--- src/rtl/control_sequencer_pkg.sv ---
// Shared definitions for the control sequencer: state codes, opcode and
// ALU function constants, IR field positions and the strobe bundle type.
package control_sequencer_pkg;

  typedef enum logic [3:0] {
    ST_IDLE  = 4'd0,
    ST_T0    = 4'd1,
    ST_T1    = 4'd2,
    ST_T2    = 4'd3,
    ST_T3    = 4'd4,
    ST_T4    = 4'd5,
    ST_T5    = 4'd6,
    ST_T6    = 4'd7,
    ST_HALT  = 4'd8,
    ST_FAULT = 4'd9
  } state_e;

  // IR field positions
  localparam int OPC_MSB = 31;
  localparam int OPC_LSB = 27;
  localparam int RA_MSB  = 26;
  localparam int RA_LSB  = 23;
  localparam int RB_MSB  = 22;
  localparam int RB_LSB  = 19;
  localparam int RC_MSB  = 18;
  localparam int RC_LSB  = 15;

  // Opcodes
  localparam logic [4:0] OPC_ADD  = 5'b00000;
  localparam logic [4:0] OPC_SUB  = 5'b00001;
  localparam logic [4:0] OPC_AND  = 5'b00010;
  localparam logic [4:0] OPC_OR   = 5'b00011;
  localparam logic [4:0] OPC_MUL  = 5'b01111;
  localparam logic [4:0] OPC_DIV  = 5'b10000;
  localparam logic [4:0] OPC_HALT = 5'b11011;

  // ALU function codes
  localparam logic [3:0] ALU_ADD = 4'b0000;
  localparam logic [3:0] ALU_SUB = 4'b0001;
  localparam logic [3:0] ALU_MUL = 4'b0010;
  localparam logic [3:0] ALU_AND = 4'b0011;
  localparam logic [3:0] ALU_OR  = 4'b0100;
  localparam logic [3:0] ALU_DIV = 4'b0101;

  // Single-bit datapath strobes, in port order
  typedef struct packed {
    logic pc_out;
    logic pc_in;
    logic inc_pc;
    logic mar_in;
    logic md_read;
    logic mdr_in;
    logic mdr_out;
    logic ir_in;
    logic ry_in;
    logic rz_in;
    logic zlow_out;
    logic hi_in;
    logic lo_in;
    logic lo_out;
    logic hi_out;
  } strobe_t;

endpackage

--- src/rtl/control_sequencer_if.sv ---
// Sequencer <-> datapath signal bundle. The master side is the sequencer
// (drives strobes), the slave side is the datapath / surrounding system.
interface control_sequencer_if #(
  parameter int DATA_W = 32,
  parameter int NREG   = 16
);
  logic              run;
  logic [DATA_W-1:0] ir;
  logic              mem_ready;

  logic [NREG-1:0]   reg_sel;
  logic [NREG-1:0]   reg_in;

  logic pc_out, pc_in, inc_pc, mar_in, md_read, mdr_in, mdr_out, ir_in;
  logic ry_in, rz_in, zlow_out, hi_in, lo_in, lo_out, hi_out;

  logic [3:0]        alu_op;
  logic [3:0]        state;
  logic              busy;
  logic              fault;

  modport master (
    input  run, ir, mem_ready,
    output reg_sel, reg_in,
    output pc_out, pc_in, inc_pc, mar_in, md_read, mdr_in, mdr_out, ir_in,
    output ry_in, rz_in, zlow_out, hi_in, lo_in, lo_out, hi_out,
    output alu_op, state, busy, fault
  );

  modport slave (
    output run, ir, mem_ready,
    input  reg_sel, reg_in,
    input  pc_out, pc_in, inc_pc, mar_in, md_read, mdr_in, mdr_out, ir_in,
    input  ry_in, rz_in, zlow_out, hi_in, lo_in, lo_out, hi_out,
    input  alu_op, state, busy, fault
  );
endinterface

--- src/rtl/control_sequencer_opcode_decoder.sv ---
// Combinational opcode classifier for the control sequencer.
// Build option: MULDIV_EN -- when defined MUL/DIV decode as multi-cycle
// HI/LO operations, otherwise they are treated as illegal opcodes.
module opcode_decoder
  import control_sequencer_pkg::*;
(
  input  logic [4:0] opcode,
  output logic [3:0] alu_op,
  output logic       is_alu,
  output logic       is_muldiv,
  output logic       is_halt,
  output logic       illegal
);

  // Map opcode to ALU function and instruction class
  always_comb begin
    alu_op    = 4'h0;
    is_alu    = 1'b0;
    is_muldiv = 1'b0;
    is_halt   = 1'b0;
    illegal   = 1'b0;
    case (opcode)
      OPC_ADD:  begin alu_op = ALU_ADD; is_alu = 1'b1; end
      OPC_SUB:  begin alu_op = ALU_SUB; is_alu = 1'b1; end
      OPC_AND:  begin alu_op = ALU_AND; is_alu = 1'b1; end
      OPC_OR:   begin alu_op = ALU_OR;  is_alu = 1'b1; end
`ifdef MULDIV_EN
      OPC_MUL:  begin alu_op = ALU_MUL; is_muldiv = 1'b1; end
      OPC_DIV:  begin alu_op = ALU_DIV; is_muldiv = 1'b1; end
`else
      OPC_MUL,
      OPC_DIV:  illegal = 1'b1;
`endif
      OPC_HALT: is_halt = 1'b1;
      default:  illegal = 1'b1;
    endcase
  end

endmodule

--- src/rtl/control_sequencer.sv ---
// Hardwired control sequencer: fetch (T0-T2), decode (T3) and execute
// (T4-T6) for a single-bus register-file datapath. All strobes are
// registered and decoded from the next state, so they are glitch-free and
// valid for the whole state.
// Build option: MULDIV_EN -- enables MUL/DIV (HI/LO write-back through T6).
module control_sequencer
  import control_sequencer_pkg::*;
#(
  parameter int DATA_W  = 32,
  parameter int NREG    = 16,
  parameter int MEM_TMO = 15
) (
  input logic                 clk,
  input logic                 reset,
  control_sequencer_if.master bus
);

  localparam int CNT_W = (MEM_TMO < 2) ? 1 : $clog2(MEM_TMO + 1);

  state_e            state_q, state_d;
  logic [CNT_W-1:0]  wait_cnt_q, wait_cnt_d, wait_inc;
  strobe_t           strb_q, strb_d;
  logic [NREG-1:0]   reg_sel_q, reg_sel_d;
  logic [NREG-1:0]   reg_in_q, reg_in_d;
  logic [3:0]        alu_op_q, alu_op_d;
  logic              busy_q, busy_d;
  logic              fault_q, fault_d;

  logic [DATA_W-1:0] ir_w;
  logic [4:0]        opcode;
  logic [3:0]        ra, rb, rc;
  int                ra_wrap;
  logic              field_bad;
  logic [3:0]        dec_alu_op;
  logic              is_alu, is_muldiv, is_halt, illegal;

  // Low IR bits are immediate/unused fields for this sequencer
  logic              unused_ir;

  assign ir_w      = bus.ir;
  assign unused_ir = ^ir_w;
  assign opcode    = ir_w[OPC_MSB:OPC_LSB];
  assign ra        = ir_w[RA_MSB:RA_LSB];
  assign rb        = ir_w[RB_MSB:RB_LSB];
  assign rc        = ir_w[RC_MSB:RC_LSB];
  assign ra_wrap   = (int'(ra) + 1) % NREG;

  // A register field outside the implemented file can only occur when NREG < 16
  generate
    if (NREG < 16) begin : g_field_chk
      assign field_bad = (int'(ra) >= NREG) || (int'(rb) >= NREG) ||
                         (int'(rc) >= NREG);
    end else begin : g_no_field_chk
      assign field_bad = 1'b0;
    end
  endgenerate

  opcode_decoder u_dec (
    .opcode    (opcode),
    .alu_op    (dec_alu_op),
    .is_alu    (is_alu),
    .is_muldiv (is_muldiv),
    .is_halt   (is_halt),
    .illegal   (illegal)
  );

  // One-hot register select; an out-of-range index yields all zeros
  function automatic logic [NREG-1:0] onehot(input int idx);
    return NREG'(1) << idx;
  endfunction

  // Next-state logic plus strobe decode of the state being entered
  always_comb begin
    state_d    = state_q;
    wait_cnt_d = '0;
    wait_inc   = wait_cnt_q + CNT_W'(1);
    strb_d     = '0;
    reg_sel_d  = '0;
    reg_in_d   = '0;
    alu_op_d   = 4'h0;

    case (state_q)
      ST_IDLE:  if (bus.run) state_d = ST_T0;
      ST_T0:    state_d = ST_T1;
      ST_T1: begin
        if (bus.mem_ready) begin
          state_d = ST_T2;
        end else if (wait_inc == CNT_W'(MEM_TMO)) begin
          state_d = ST_FAULT;
        end else begin
          wait_cnt_d = wait_inc;
        end
      end
      ST_T2:    state_d = ST_T3;
      ST_T3: begin
        if (is_halt)                   state_d = ST_HALT;
        else if (illegal || field_bad) state_d = ST_FAULT;
        else                           state_d = ST_T4;
      end
      ST_T4:    state_d = ST_T5;
`ifdef MULDIV_EN
      ST_T5:    state_d = is_muldiv ? ST_T6 : ST_T0;
      ST_T6:    state_d = ST_T0;
`else
      ST_T5:    state_d = ST_T0;
`endif
      ST_HALT:  state_d = ST_HALT;
      ST_FAULT: state_d = ST_FAULT;
      default:  state_d = ST_FAULT;
    endcase

    case (state_d)
      ST_T0: begin
        strb_d.pc_out = 1'b1;
        strb_d.mar_in = 1'b1;
        strb_d.inc_pc = 1'b1;
        strb_d.rz_in  = 1'b1;
      end
      ST_T1: begin
        strb_d.zlow_out = 1'b1;
        strb_d.md_read  = 1'b1;
        strb_d.mdr_in   = 1'b1;
        // PC takes the incremented value once, on entry to the memory wait
        strb_d.pc_in    = (state_q != ST_T1);
      end
      ST_T2: begin
        strb_d.mdr_out = 1'b1;
        strb_d.ir_in   = 1'b1;
      end
      ST_T3: begin
        reg_sel_d    = onehot(int'(rb));
        strb_d.ry_in = 1'b1;
      end
      ST_T4: begin
        reg_sel_d = onehot(int'(rc));
        alu_op_d  = dec_alu_op;
        if (is_alu) strb_d.rz_in = 1'b1;
`ifdef MULDIV_EN
        if (is_muldiv) begin
          strb_d.hi_in = 1'b1;
          strb_d.lo_in = 1'b1;
        end
`endif
      end
      ST_T5: begin
        reg_in_d = onehot(int'(ra));
        if (is_alu) strb_d.zlow_out = 1'b1;
`ifdef MULDIV_EN
        if (is_muldiv) strb_d.lo_out = 1'b1;
`endif
      end
`ifdef MULDIV_EN
      ST_T6: begin
        reg_in_d      = onehot(ra_wrap);
        strb_d.hi_out = 1'b1;
      end
`endif
      default: ;
    endcase

    busy_d  = !(state_d inside {ST_IDLE, ST_HALT, ST_FAULT});
    fault_d = (state_d == ST_FAULT);
  end

  // State, wait counter and registered strobes; reset clears everything at once
  always_ff @(posedge clk or negedge reset) begin
    if (!reset) begin
      state_q    <= ST_IDLE;
      wait_cnt_q <= '0;
      strb_q     <= '0;
      reg_sel_q  <= '0;
      reg_in_q   <= '0;
      alu_op_q   <= 4'h0;
      busy_q     <= 1'b0;
      fault_q    <= 1'b0;
    end else begin
      state_q    <= state_d;
      wait_cnt_q <= wait_cnt_d;
      strb_q     <= strb_d;
      reg_sel_q  <= reg_sel_d;
      reg_in_q   <= reg_in_d;
      alu_op_q   <= alu_op_d;
      busy_q     <= busy_d;
      fault_q    <= fault_d;
    end
  end

  assign bus.state    = state_q;
  assign bus.reg_sel  = reg_sel_q;
  assign bus.reg_in   = reg_in_q;
  assign bus.alu_op   = alu_op_q;
  assign bus.busy     = busy_q;
  assign bus.fault    = fault_q;
  assign bus.pc_out   = strb_q.pc_out;
  assign bus.pc_in    = strb_q.pc_in;
  assign bus.inc_pc   = strb_q.inc_pc;
  assign bus.mar_in   = strb_q.mar_in;
  assign bus.md_read  = strb_q.md_read;
  assign bus.mdr_in   = strb_q.mdr_in;
  assign bus.mdr_out  = strb_q.mdr_out;
  assign bus.ir_in    = strb_q.ir_in;
  assign bus.ry_in    = strb_q.ry_in;
  assign bus.rz_in    = strb_q.rz_in;
  assign bus.zlow_out = strb_q.zlow_out;

`ifdef MULDIV_EN
  assign bus.hi_in    = strb_q.hi_in;
  assign bus.lo_in    = strb_q.lo_in;
  assign bus.lo_out   = strb_q.lo_out;
  assign bus.hi_out   = strb_q.hi_out;
`else
  // HI/LO path absent in this build
  logic unused_muldiv;
  assign unused_muldiv = ^{is_muldiv, strb_q.hi_in, strb_q.lo_in,
                           strb_q.lo_out, strb_q.hi_out};
  assign bus.hi_in    = 1'b0;
  assign bus.lo_in    = 1'b0;
  assign bus.lo_out   = 1'b0;
  assign bus.hi_out   = 1'b0;
`endif

endmodule

--- src/flat_wrapper.sv ---
// flat-port wrapper written by rule: the top's interface ports become plain ports
module control_sequencer_flat import control_sequencer_pkg::*;
#(
  parameter int DATA_W  = 32,
  parameter int NREG    = 16,
  parameter int MEM_TMO = 15
)
  (clk, reset, bus_run, bus_ir, bus_mem_ready, bus_reg_sel, bus_reg_in, bus_pc_out, bus_pc_in, bus_inc_pc, bus_mar_in, bus_md_read, bus_mdr_in, bus_mdr_out, bus_ir_in, bus_ry_in, bus_rz_in, bus_zlow_out, bus_hi_in, bus_lo_in, bus_lo_out, bus_hi_out, bus_alu_op, bus_state, bus_busy, bus_fault);
  control_sequencer_if #(.DATA_W(DATA_W), .NREG(NREG)) bus_i ();
  input logic clk;
  input logic reset;
  input wire logic [$bits(bus_i.run)-1:0] bus_run;
  input wire logic [$bits(bus_i.ir)-1:0] bus_ir;
  input wire logic [$bits(bus_i.mem_ready)-1:0] bus_mem_ready;
  output wire logic [$bits(bus_i.reg_sel)-1:0] bus_reg_sel;
  output wire logic [$bits(bus_i.reg_in)-1:0] bus_reg_in;
  output wire logic [$bits(bus_i.pc_out)-1:0] bus_pc_out;
  output wire logic [$bits(bus_i.pc_in)-1:0] bus_pc_in;
  output wire logic [$bits(bus_i.inc_pc)-1:0] bus_inc_pc;
  output wire logic [$bits(bus_i.mar_in)-1:0] bus_mar_in;
  output wire logic [$bits(bus_i.md_read)-1:0] bus_md_read;
  output wire logic [$bits(bus_i.mdr_in)-1:0] bus_mdr_in;
  output wire logic [$bits(bus_i.mdr_out)-1:0] bus_mdr_out;
  output wire logic [$bits(bus_i.ir_in)-1:0] bus_ir_in;
  output wire logic [$bits(bus_i.ry_in)-1:0] bus_ry_in;
  output wire logic [$bits(bus_i.rz_in)-1:0] bus_rz_in;
  output wire logic [$bits(bus_i.zlow_out)-1:0] bus_zlow_out;
  output wire logic [$bits(bus_i.hi_in)-1:0] bus_hi_in;
  output wire logic [$bits(bus_i.lo_in)-1:0] bus_lo_in;
  output wire logic [$bits(bus_i.lo_out)-1:0] bus_lo_out;
  output wire logic [$bits(bus_i.hi_out)-1:0] bus_hi_out;
  output wire logic [$bits(bus_i.alu_op)-1:0] bus_alu_op;
  output wire logic [$bits(bus_i.state)-1:0] bus_state;
  output wire logic [$bits(bus_i.busy)-1:0] bus_busy;
  output wire logic [$bits(bus_i.fault)-1:0] bus_fault;
  assign bus_i.run = bus_run;
  assign bus_i.ir = bus_ir;
  assign bus_i.mem_ready = bus_mem_ready;
  assign bus_reg_sel = bus_i.reg_sel;
  assign bus_reg_in = bus_i.reg_in;
  assign bus_pc_out = bus_i.pc_out;
  assign bus_pc_in = bus_i.pc_in;
  assign bus_inc_pc = bus_i.inc_pc;
  assign bus_mar_in = bus_i.mar_in;
  assign bus_md_read = bus_i.md_read;
  assign bus_mdr_in = bus_i.mdr_in;
  assign bus_mdr_out = bus_i.mdr_out;
  assign bus_ir_in = bus_i.ir_in;
  assign bus_ry_in = bus_i.ry_in;
  assign bus_rz_in = bus_i.rz_in;
  assign bus_zlow_out = bus_i.zlow_out;
  assign bus_hi_in = bus_i.hi_in;
  assign bus_lo_in = bus_i.lo_in;
  assign bus_lo_out = bus_i.lo_out;
  assign bus_hi_out = bus_i.hi_out;
  assign bus_alu_op = bus_i.alu_op;
  assign bus_state = bus_i.state;
  assign bus_busy = bus_i.busy;
  assign bus_fault = bus_i.fault;
  control_sequencer #(.DATA_W(DATA_W), .NREG(NREG), .MEM_TMO(MEM_TMO)) u_core (.clk(clk), .reset(reset), .bus(bus_i));
endmodule
--- config.mk ---
export PLATFORM = sky130hd
export DESIGN_NAME = control_sequencer_flat
export DESIGN_NICKNAME = d
export VERILOG_FILES = /design/src/rtl/control_sequencer_pkg.sv /design/src/rtl/control_sequencer_if.sv /design/src/rtl/control_sequencer_opcode_decoder.sv /design/src/rtl/control_sequencer.sv /design/src/flat_wrapper.sv
export SDC_FILE = /design/constraint.sdc
export NUM_CORES = 1
export LEC_CHECK = 0
export ABC_CLOCK_PERIOD_IN_PS = 1700
export CELL_PAD_IN_SITES_DETAIL_PLACEMENT = 0
export CELL_PAD_IN_SITES_GLOBAL_PLACEMENT = 1
export CORE_MARGIN = 2
export CORE_UTILIZATION = 28
export CTS_CLUSTER_DIAMETER = 80
export DETAILED_ROUTE_END_ITERATION = 16
export PLACE_DENSITY = 0.78
export SLEW_MARGIN = 20
export SYNTH_ARGS = -nofsm -noshare
export SYNTH_HDL_FRONTEND = slang
export SYNTH_SLANG_ARGS = --single-unit
--- constraint.sdc ---
create_clock -name clk -period 1.7 [get_ports clk]
set_input_delay 0.34 -clock clk [delete_from_list [all_inputs] [get_ports clk]]
set_output_delay 0.34 -clock clk [all_outputs]
set_load 0.02 [all_outputs]
**After elaboration in Yosys (flattened, before gate mapping)**

Index checks and enable logic that the tools add are counted.

- Shifts and indexed selects: 3
- $add $sub $neg: 1
- Muxes and demuxes: 24
- Eq/ne operators: 21
- Reduce and logical (&&, ||, !) cells: 7

Operator list:

| operator | number |
|---|---|
| << shifter 1 x 4 -> 16 bit, first input constant | 3 |
| two-way mux 4 bit | 8 |
| one-hot mux 16 bit (2 select lines) | 1 |
| one-hot mux 4 bit (8 select lines) | 1 |
| == test 4 x 3 -> 1 bit, second input constant | 6 |
| == test 4 x 2 -> 1 bit, second input constant | 4 |
| == test 4 bit, second input constant | 4 |
| two-way mux 16 bit | 1 |
| == test 5 x 2 -> 1 bit, second input constant | 2 |
| one-hot mux 3 bit (3 select lines) | 1 |
| == test 4 x 1 -> 1 bit, second input constant | 2 |
| logical NOT 4 bit | 2 |
| two-way mux 1 bit | 6 |
| two-way mux 2 bit | 3 |
| == test 5 x 1 -> 1 bit, second input constant | 1 |
| == test 5 bit, second input constant | 1 |
| logical NOT 5 bit | 1 |
| OR reduction 5 bit | 1 |
| adder 4 x 1 -> 4 bit, second input constant | 1 |
| inequality test 4 x 2 -> 1 bit, second input constant | 1 |
| one-hot mux 1 bit (2 select lines) | 2 |
| OR reduction 4 bit | 1 |
| two-way mux 3 bit | 1 |
| nonzero test 3 bit | 1 |
| logical NOT 1 bit | 1 |

- Output and inout bits: 57
- Flip-flop bits (word level): 56

**Longest topological paths before layout**

- Word-level depth: 8
- Depth in mapped cells: 8

**Cells and area by module**

A second synthesis with hierarchy kept.

- Cells, all modules: 218
- Area total of the unflattened synthesis: 2362.3 um2

Modules (own cells, without submodules):

| module | area each (um2) | cells an instance | sequential area each (um2) | times used |
|---|---|---|---|---|
| control_sequencer | 2267.2 | 203 | 1326.3 | 1 |
| opcode_decoder | 95.1 | 15 | 0.0 | 1 |

**Least setup slack after synthesis**

Ideal clock, no wire load.

- Path kind: reg2reg
- Start point: register u_core.state_q[2] (netlist: u_core.bus.state[2])
- End point: register u_core.reg_sel_q[7] (netlist: u_core.bus.reg_sel[7])
- Arrival time: 1761 ps
- Stages on the path, launching flop included: 8
- Setup time: 128 ps
- Period minus slack after synthesis: 1889 ps
- Path buffers: 3
- Slack: -189 ps
- Cells stage by stage: dfrtp_1 buf_2 nor3b_2 or3b_1 buf_6 buf_12 a31oi_2 nor2_1

- Cells in the longest elaborated chain, start to end: 5
- Elaborated cells between the ends (all ways): 15

RTL lines:

| item | line | RTL |
|---|---|---|
| start, declared | control_sequencer.sv:20 | `state_e state_q, state_d;` |
| start signal, assigned | control_sequencer.sv:177 | `state_q <= state_d;` |
| two-way mux 4 bit | control_sequencer.sv:88 | `end else if (wait_inc == CNT_W'(MEM_TMO)) begin` |
| two-way mux 4 bit | control_sequencer.sv:86 | `if (bus.mem_ready) begin` |
| one-hot mux 4 bit (8 select lines) * | control_sequencer.sv:82 | `case (state_q)` |
| == test 4 x 3 -> 1 bit | control_sequencer.sv:112 | `case (state_d)` |
| one-hot mux 16 bit (2 select lines) * | control_sequencer.sv:112 |  |
| named net u_core.reg_sel_d[7] | control_sequencer.sv:23 | `logic [NREG-1:0] reg_sel_q, reg_sel_d;` |
| end signal, assigned | control_sequencer.sv:180 | `reg_sel_q <= reg_sel_d;` |
| end, declared | control_sequencer.sv:23 |  |

The timed path passes the listed nets; every way through them passes the cells marked *.

**Final worst setup path**

- Start point: input port bus_ir[31]
- End point: register u_core.reg_sel_q[2] (netlist: u_core.bus.reg_sel[2])

- Cells in the longest elaborated chain, start to end: 7
- Elaborated cells between the ends (all ways): 13

RTL lines:

| item | line | RTL |
|---|---|---|
| start, declared | flat_wrapper.sv:13 | `input wire logic [$bits(bus_i.ir)-1:0] bus_ir;` |
| == test 5 bit (tied with other cells) | control_sequencer_opcode_decoder.sv:22 | `case (opcode)` |
| OR reduction 5 bit (no source line) | - |  |
| two-way mux 4 bit | control_sequencer.sv:97 | `else if (illegal \|\| field_bad) state_d = ST_FAULT;` |
| two-way mux 4 bit * | control_sequencer.sv:96 | `if (is_halt) state_d = ST_HALT;` |
| one-hot mux 4 bit (8 select lines) * | control_sequencer.sv:82 |  |
| == test 4 x 3 -> 1 bit | control_sequencer.sv:112 |  |
| one-hot mux 16 bit (2 select lines) * | control_sequencer.sv:112 |  |
| named net u_core.reg_sel_d[2] | control_sequencer.sv:23 |  |

Marked as above.

==> reports/results.tsv <==
metric	value	unit
htreeDepth	2	
setup.worst_path.class	in -> reg	
drtAntennaViolNets	0	
hpwl	3.68	mm
async_reset_ff_frac	1.00	
crit_chain	dlygate4sd2_1 > or3_4 > or3b_4 > buf_12 > nor3b_4 > a31oi_4 > nor2_1	
stdcell_count	391	
synthesis.area	2160	µm²
comb_power_share	0.313	
coreArea	7610	µm²
fillers	751	
startpoint	bus_ir[31]	
seqCellArea	1310	µm²
ir_worst_vdd	0.399	mV
drt_pass1_iterations	4	
grt_overflow	0	
path_max_fanout	7	
clkPwrFrac	0.233	
port_buffers	72	
nets	326	
clock.fmax	562	MHz
power_leakage	1.48	nW
clockBufferDepth	2	
synth_common_cells	52 x dfrtp_1, 42 x nor2_1, 10 x buf_4, 10 x inv_1, 9 x nand2_1	
status	finished with violations	
setup_violations	11	
grt_pass1_wl	7.91	mm
grt_pass1_vias	1699	
min_period	1.78	ns
viasPerCell	4.20	
rows	32	
die_area	8430	µm²
p_per_area	913	nW/µm²
antenna_found_initial	0	
power	3.06	mW
drv_slew	0	
yosysTopAreaCell	dfrtp_1	
setup_tns	-0.462	ns
skew	0.00496	ns
drt_iter0_drc	20	
critPathCaptureType	register	
max_stage_delay	0.45	ns
grt_max_degree	25	
netSwitchingFraction	0.311	
clkLatencyLatePin	0.30	ns
grt_util_all_layers	0.117	
wl_per_cell	12.1	µm
cts_sinks	52	
rsz0062_at_grt	yes	
multi_input_area	852	µm²
fin_crit_sh	1.05	
path_clk_slew	0.09	ns
cp.required	1.93	ns
dieWidth	91.8	µm
root_buffer	clkbuf_8	
postSynthAreaPerCell	11.1	µm²
drive_gt1_frac	0.235	
crit_path_top_delay_cell	or3b_4	
area_growth	55.2	%
synth_cell_types	43	
synth.most_common_cell	dfrtp_1	
cts_tree	yes	
synth.ff_latch_count	52	
violations	setup timing	
worst_slack	-0.0806	ns
io_pins	93	
dp_cells	380	
worst_ep_arrival_time	2.01	ns
synthFlopType	dfrtp_1	
drv_cap	0	
netSwitchingPower	0.950	mW
route.detailed.drc	0	
numCtsBuffers	5	
dr_total_vias	1642	
rr_startpoint	u_core.bus.state[1]$_DFF_PN0_	
wirelength	4.75	mm
hold_violations	0	
antenna_cells	0	
synthCells	195	
min_path_type	in -> async	
finalCoreUtilization	0.440	
start_kind	primary input	
internal-power	2.11	mW
yosysWarnings	0	
synth_edf_count	0	
initial_core_util	0.284	
pwr-share-seq	0.454	
ys_seq_area_frac	0.603	
synth.top_cells.by_area	dfrtp_1 60%, nor2_1 7.3%, buf_4 3.5%, a31oi_2 2.3%, inv_1 1.7%	
netlist.area_leader.share	0.603	
gp_congestion	0.811	
die_h	91.8	µm
-- power by group through the flow --
stage / Clock [mW] / Combinational, mW / Sequential (mW)
finish: 0.714 / 0.957 / 1.39
detailed placement: 0 / 0.900 / 1.41
CTS: 0.741 / 0.897 / 1.39
global route: 0.782 / 1.05 / 1.40
global placement: 0 / 0.897 / 1.42
floorplan: 0 / 0.408 / 1.50
-- flip-flops by register name (all words and copies together) (netlist names), 3 cells and up --
register and flops:
u_core.wait_cnt_q 4, u_core.bus.reg_in 16, u_core.bus.state 4, u_core.bus.reg_sel 16
u_core.bus.alu_op 3
-- worst max-delay path, delay by kind of cell --
family	cells	cell delay [ns]
and+or+nand+nor	4	1.18
AOI/OAI and AO/OA	1	0.07
buffers and inverters	2	0.41
-- stage by stage --
step	worst slack, ns	hold slack (ns)	area, µm²
final	-0.0806	0.408	3350
after global routing	-0.149	0.414	3350
after floorplan	-0.0850	0.0444	2230
after CTS	-0.0920	0.402	3290
after detailed placement	-0.576	0.198	3120
after global placement	-0.509	0.196	3120
-- logic make-up (layout without fill, tap and decap cells) --
logic type               count (synthesis)  in the layout  share of synthesized area
adder cells (fa/ha/maj)                  2              2                     0.0116
flip-flops                              52             52                      0.603
buffers and inverters                   25            115                     0.0736
other                                    1              5                    0.00174
AO/OA/AOI/OAI                           21             21                     0.0765
AND/OR/NAND/NOR                         90             90                      0.217
XOR/XNOR                                 4              4                     0.0162
-- layout by cell type, fill, tap and decap left out, drive strengths merged, types with 3 or more instances in the layout --
cell type and n:
buf 25, nor3b 5, clkdlybuf4s50 65, dfrtp 52
dlygate4sd2 6, a21oi 6, clkbuf 6, nor2 44
nor3 9, o31ai 3, a31oi 5, nand3 4
nand2 9, inv 10, nand2b 4, conb 5
-- metal layers --
layer  track usage  up-vias  wire length, µm
li1              -      816                -
met5             0        -                0
met1         0.136      778             1980
met4        0.0336        0               43
met2         0.218       44             2520
met3        0.0222        4              206
-- worst paths after layout --
path | to | slack [ns] | cells past startpoint
min in group clk | u_core.wait_cnt_q[0]$_DFF_PN0_ | 0.52 | 1
max | u_core.bus.reg_sel[2]$_DFF_PN0_ | -0.08 | 7
max in group asynchronous | u_core.bus.state[2]$_DFF_PN0_ | 0.73 | 3
min reg2reg | u_core.wait_cnt_q[0]$_DFF_PN0_ | 0.52 | 1
max reg2reg | u_core.bus.reg_sel[2]$_DFF_PN0_ | -0.07 | 6
min | u_core.bus.reg_in[8]$_DFF_PN0_ | 0.41 | 2
-- repair_timing --
item	in CTS	in global routing
cloned	1	0
endpoints found under the setup margin	26	27
hold buffers	1	0
gates resized for setup	18	11
hold endpoints to repair	8	0
pin swaps	11	12
buffers inserted	0	1
-- cell type report --
cell class                 instances  area share
clock buffer                       6      0.0246
sequential                        52       0.389
multi-input combinational        122       0.254
tap                              102      0.0381
clock inverter                     2     0.00448
timing repair buffer              97       0.278
inverter                          10      0.0112
No activity file was read; power rests on OpenSTA's default activity.
==> RTL change, RTL diff (same settings) <==
Add a define of `MULDIV_EN`.
--- a/src/rtl/control_sequencer_opcode_decoder.sv
+++ b/src/rtl/control_sequencer_opcode_decoder.sv
@@ -1,6 +1,8 @@
 // Combinational opcode classifier for the control sequencer.
 // Build option: MULDIV_EN -- when defined MUL/DIV decode as multi-cycle
 // HI/LO operations, otherwise they are treated as illegal opcodes.
+`define MULDIV_EN
+
 module opcode_decoder
   import control_sequencer_pkg::*;
 (
Check against the original RTL: not equivalent (a bounded check fails within 10 cycles, from zero or initial values and one cycle with reset low).
==> RTL change against the original RTL <==
The flow still finishes with violations (setup timing). Clock skew rose by 4.6 ps. Sequential cell count increased by 3. Synthesized area up 20%. Design area increased by 28%. Worst hold slack got worse by 390 ps. Total power up 4.0%. Wire length rose by 46%. Setup slack worse by 140 ps. Critical path type is now flop to flop.
==> RTL change: results (changes against the original RTL) <==
* Status: finished, violations left (unchanged)
* Failing checks: setup timing (unchanged)
* CP Capture Point: u_core.bus.reg_sel[7] (was u_core.bus.reg_sel[2])
* Synth top cells by count: dfrtp_1 (55), nor2_1 (42), a21oi_1 (11), nand2_1 (11), nor2b_1 (10) (was dfrtp_1 (52), nor2_1 (42), buf_4 (10), inv_1 (10), nand2_1 (9))
* Fillers at 877 (was 751)
* Distinct cells, synth at 60 (was 43)
* WL/cell at 13.8 µm (was 12.1 µm)
* WL met2 at 3470 µm (was 2520 µm)
* Register area share after synthesis at 53.2% (was 60.3%)
* P per Cell Area at 740 mW/mm² (was 913 mW/mm²)
* Vias post-DR at 2319 (was 1642)
* Area after DPL at 0.00389 mm² (was 0.00312 mm²)
* Setup_tns at -5300 ps (was -462 ps)
* Overall routing resource usage at 14.5% (was 11.7%)
* HPWL after DPL at 5140 µm (was 3680 µm)
* Metal-1 WL at 3100 µm (was 1980 µm)
* Startpoint type of the worst setup path: flop (was primary input)
* Setup Skew at 9.57 ps (was 4.96 ps)
* Layout Cells excl Fill at 501 (was 391)
* Vias in the first global route at 2460 (was 1699)
* Critical path peak fanout at 8 (was 7)
* M3 GR Usage at 3.34% (was 2.22%)
* Avg Cell Area, Syn at 10.6 µm² (was 11.1 µm²)
* Metal3 WL at 330 µm (was 206 µm)
* IO buf count at 76 (was 72)
* Final hold slack at 16.6 ps (was 408 ps)
* Global-route wire length before repair at 11500 µm (was 7910 µm)
* Layout cells sized above 1 at 34.9% (was 23.5%)
* Slowest-stage cell, CP: or4b_4 (was or3b_4)
* Pleak at 0.00198 µW (was 0.00148 µW)
* Met1 Track Usage GR at 18.6% (was 13.6%)
* Min setup slack post-route at -225 ps (was -80.6 ps)
* Placer Congestion at 0.875 (was 0.811)
* Number of DRC markers in iteration 0 at 59 (was 20)
* Data arrival, critical path at 2150 ps (was 2010 ps)
* Setup violations, final at 31 (was 11)
RTL change: repair_timing:
item | 4_1_cts | 5_1_grt
endpoints found under the setup margin | 49 | 51
hold buffers | 0 | 0
gates resized for setup | 43 | 20
setup buffers | 7 | 5
pin swaps | 11 | 11
hold endpoints to repair | 0 | 0
RTL change: cell families (layout without fill, tap and decap cells):
group / Yosys count / after routing / share of synthesized area (%)
muxes: 5 / 5 / 1.94
buffers and inverters: 24 / 169 / 4.93
DFF: 55 / 55 / 53.2
xor gates and xnor gates: 3 / 3 / 1.02
adders and majority gates: 3 / 3 / 1.45
and+or+nand+nor: 102 / 102 / 20.9
AOI/OAI and AO/OA: 52 / 52 / 16.4
other: 1 / 1 / 0.145
RTL change: layout make-up:
type / instances / share of cell area (%)
Timing Repair Buffer: 151 / 31.1
Multi-Input combinational cell: 166 / 29.5
Inverter: 10 / 0.931
Tap cell: 111 / 3.23
Clock inverter: 2 / 1.40
Clock buffer: 6 / 1.69
Sequential cell: 55 / 32.1
